`src/rtl/seq_detector.sv`:
```
// Serial pattern detector: shifts in one bit per clock and flags (registered,
// one cycle) every overlapping occurrence of SEQ in the most recent SEQ_LEN bits.
module seq_detector #(
    parameter int                 SEQ_LEN = 4,
    parameter logic [SEQ_LEN-1:0] SEQ     = 4'b0011
) (
    input  logic clk,
    input  logic rst,
    input  logic in,
    output logic out
);

    localparam int FILL_W = $clog2(SEQ_LEN + 1);

    // fill doubles as the FSM state: S0..S(SEQ_LEN-1) while filling, FULL afterwards
    localparam logic [FILL_W-1:0] S0   = {FILL_W{1'b0}};
    localparam logic [FILL_W-1:0] LAST = FILL_W'(SEQ_LEN - 1);
    localparam logic [FILL_W-1:0] FULL = FILL_W'(SEQ_LEN);

    logic [SEQ_LEN-1:0] hist_r;
    logic [SEQ_LEN-1:0] nxt_s;
    logic [FILL_W-1:0]  fill_r;
    logic [FILL_W-1:0]  fill_nxt_s;
    logic               match_s;

    function automatic logic [FILL_W-1:0] sat_inc(input logic [FILL_W-1:0] cnt);
        logic [FILL_W-1:0] res;
        if (cnt >= FULL) begin
            res = FULL;
        end else begin
            res = cnt + {{(FILL_W-1){1'b0}}, 1'b1};
        end
        return res;
    endfunction

    // Next history, next fill state and match decision for the incoming bit
    always_comb begin
        nxt_s      = {hist_r[SEQ_LEN-2:0], in};
        fill_nxt_s = sat_inc(fill_r);
        match_s    = 1'b0;
        // an unknown bit makes the compare unknown, which falls to the no-match branch
        if ((fill_r >= LAST) && (nxt_s == SEQ)) begin
            match_s = 1'b1;
        end else begin
            match_s = 1'b0;
        end
    end

    // State and registered match flag; reset clears everything immediately
    always_ff @(posedge clk or posedge rst) begin
        if (rst) begin
            hist_r <= {SEQ_LEN{1'b0}};
            fill_r <= S0;
            out    <= 1'b0;
        end else begin
            hist_r <= nxt_s;
            fill_r <= fill_nxt_s;
            out    <= match_s;
        end
    end

endmodule

```
`config.mk`:
```
export PLATFORM = sky130hd
export DESIGN_NAME = seq_detector
export DESIGN_NICKNAME = d
export VERILOG_FILES = /design/src/rtl/seq_detector.sv
export SDC_FILE = /design/constraint.sdc
export NUM_CORES = 1
export LEC_CHECK = 0
export CORE_AREA = 5 5 42 44
export CTS_CLUSTER_DIAMETER = 30
export DETAILED_ROUTE_END_ITERATION = 10
export DIE_AREA = 0 0 47 49
export GPL_ROUTABILITY_DRIVEN = 0
export GPL_TIMING_DRIVEN = 0
export PLACE_DENSITY = 0.41
export SETUP_SLACK_MARGIN = 0.4
export SYNTH_ARGS = -nofsm -noshare
export SYNTH_HDL_FRONTEND = slang
export SYNTH_SLANG_ARGS = --single-unit
```
`constraint.sdc`:
```
create_clock -name clk -period 2.95 [get_ports clk]
set_input_delay 0.59 -clock clk [delete_from_list [all_inputs] [get_ports clk]]
set_output_delay 0.59 -clock clk [all_outputs]
set_load 0.05 [all_outputs]
```
==> results.sh <==
export IMPL_port_buffers=3
export IMPL_fin_crit_ps=1940
export IMPL_status="finished clean"
export IMPL_internal_power_mw=0.153
export IMPL_slew_violations=0
export IMPL_worstPathArrival_ps=1350
export IMPL_synthCells=20
export IMPL_async_flop_share_pct=100
export IMPL_crit_family="buffers and inverters"
export IMPL_syn_cell_area_um2=273
export IMPL_power_density_mw_per_mm2=539
export IMPL_synth_top_area_share_pct=64.2
export IMPL_seq_power_share_pct=53.0
export IMPL_hp_class="reg2reg"
export IMPL_clk_pin_slew_ps=50
export IMPL_ctsResizeCount=0
export IMPL_clock_skew_ps=1.88
export IMPL_crit_required_ps=2360
export IMPL_antenna_left=0
export IMPL_routed_via_count=142
export IMPL_fmaxAchievable_ghz=0.517
export IMPL_post_cts_repair_setup_buffers=0
export IMPL_syn_mean_instance_area_um2=13.6
export IMPL_grt_max_degree=8
export IMPL_grt_total_usage_pct=3.76
export IMPL_area_growth_pct=28.0
export IMPL_ys_top_cells_by_count="7 x dfrtp_1, 4 x inv_1, 3 x ha_1"
export IMPL_finalSetupViolCount=0
export IMPL_ys_seq_area_share_pct=64.2
export IMPL_root_buffer="clkbuf_4"
export IMPL_hold_viol_final=0
export IMPL_drtIter0Drc=6
export IMPL_yosysUniqueCellTypes=8
export IMPL_synth_area_top_cells="dfrtp_1 64%, ha_1 14%, inv_1 5.5%"
export IMPL_cts_buffers=3
export IMPL_drv_cap=0
export IMPL_grt_pass1_vias=146
export IMPL_fin_area_um2=349
export IMPL_clock_power_share_pct=43.0
export IMPL_start_util_pct=19.5
export IMPL_drive_gt1_share_pct=22.2
export IMPL_fp_dieW_um=47
export IMPL_first_pass_iters=4
export IMPL_coreArea_mm2=0.00140
export IMPL_synth_top_area_cell="dfrtp_1"
export IMPL_synth_seq_cells=7
export IMPL_worstMarginPinSlew_ps=493
export IMPL_viasPerCell=3.30
export IMPL_end_kind="output pin"
export IMPL_post_route_period_util_pct=65.6
export IMPL_setup_worst_path_start_class="register"
export IMPL_crit_chain="clkdlybuf4s50_1"
export IMPL_overflow=0
export IMPL_p_leak_nw=0.175
export IMPL_post_dp_cell_area_um2=323
export IMPL_slew_headroom_pct=67.1
export IMPL_antenna_found_initial=0
export IMPL_synth_main_ff_cell="dfrtp_1"
export IMPL_cts_tree="done"
export IMPL_rsz0062_at_grt="false"
export IMPL_wirelength_um=330
export IMPL_yosys_cell_count_top_type="dfrtp_1"
export IMPL_crit_slowest_cell="clkdlybuf4s50_1"
export IMPL_std_cell_rows=14
export IMPL_synth_net_count=26
export IMPL_vdd_drop_max_uv=204
export IMPL_worst_path_largest_cell_delay_ps=790
export IMPL_final_nets=34
export IMPL_drc_errors=0
export IMPL_cts_path_max_buffers=2
export IMPL_tns_ps=0
export IMPL_grt_pass1_wl_um=538
export IMPL_insertedDiodeCount=0
export IMPL_wire_per_inst_um=7.67
export IMPL_cts_sinks=7
export IMPL_die_area_mm2=0.00230
export IMPL_power_share_combinational_pct=3.9
export IMPL_fin_util_pct=24.9
export IMPL_synth_warning_count=0
export IMPL_crit_type="reg2out"
export IMPL_cts_hold_buf=0
export IMPL_ios=4
export IMPL_clock_latency_ps=240
export IMPL_place_ws_ps=1260
export IMPL_critPathBufInv=1
export IMPL_dieHeight_um=49
export IMPL_setup_ws_ps=1010
export IMPL_htreeDepth=1
export IMPL_synth_edff_count=0
export IMPL_p_sw_share_pct=18.5
export IMPL_power_switching_mw=0.0349
export IMPL_crit_path_max_fanout=1
[cell usage in the layout (no fill, tap or decap)]
cell / count
inv_1: 4
nand2_1: 2
and2b_2: 1
clkdlybuf4s50_1: 3
clkbuf_4: 3
a211oi_2: 1
nor4_2: 1
clkbuf_1: 1
ha_1: 3
nor2_1: 1
dfrtp_1: 7
[routing by layer]
layer	wire (µm)	GRT usage (%)	part of all wire [%]	vias to the layer above
li1	-	-	-	75
met1	152	3.60	46	65
met2	158	4.30	48	2
met3	19	3.32	5.8	0
met4	0	4.15	0	0
met5	0	0	0	-
[logic make-up (layout without fill, tap and decap cells)]
group | Yosys count | after routing | share of synthesized area (%)
simple gates | 5 | 5 | 11.9
compound gates | 1 | 1 | 4.59
flops | 7 | 7 | 64.2
buf+inv | 4 | 11 | 5.50
fa+ha+maj | 3 | 3 | 13.8
[stage by stage]
stage                     cells  power (mW)  hold slack (ps)
final                        43       0.188              377
after global placement       39       0.109              364
after global routing         43       0.198              392
after detailed placement     39       0.109              371
after CTS                    43       0.194              382
after floorplan              20       0.105              354
[path summary, 6_finish.rpt]
check                      slack [ps]                start  cells after the start             endpoint
max                              1010        out$_DFF_PP0_                      1                  out
min in group asynchronous         580                  rst                      2        out$_DFF_PP0_
max in group asynchronous        2160                  rst                      2  fill_r[2]$_DFF_PP0_
min                               380  hist_r[0]$_DFF_PP0_                      0  hist_r[1]$_DFF_PP0_
min reg2reg                       380  hist_r[0]$_DFF_PP0_                      0  hist_r[1]$_DFF_PP0_
max reg2reg                      1740  fill_r[0]$_DFF_PP0_                      4        out$_DFF_PP0_
[state kept, by name, indices dropped and copies added, names as in the netlist]
| name | flops |
|---|---|
| out | 1 |
| hist_r | 3 |
| fill_r | 3 |
[power groups by stage]
stage               clock network, mW  logic [mW]  registers [mW]
floorplan                           0     0.00230           0.102
global route                   0.0897     0.00829          0.0999
detailed placement                  0     0.00766           0.101
global placement                    0     0.00748           0.101
CTS                            0.0860     0.00769          0.0999
finish                         0.0810     0.00743          0.0999
[final cells by class]
cell class / instances / area (µm²)
clock buffers: 4 / 26.3
flip-flops and latches: 7 / 175
fillers: 153 / 1050
repair buffers: 3 / 30.0
multi-input cells: 9 / 82.6
inverters: 4 / 15.0
well taps: 16 / 20.0
Power figures use the tool's default switching activity.
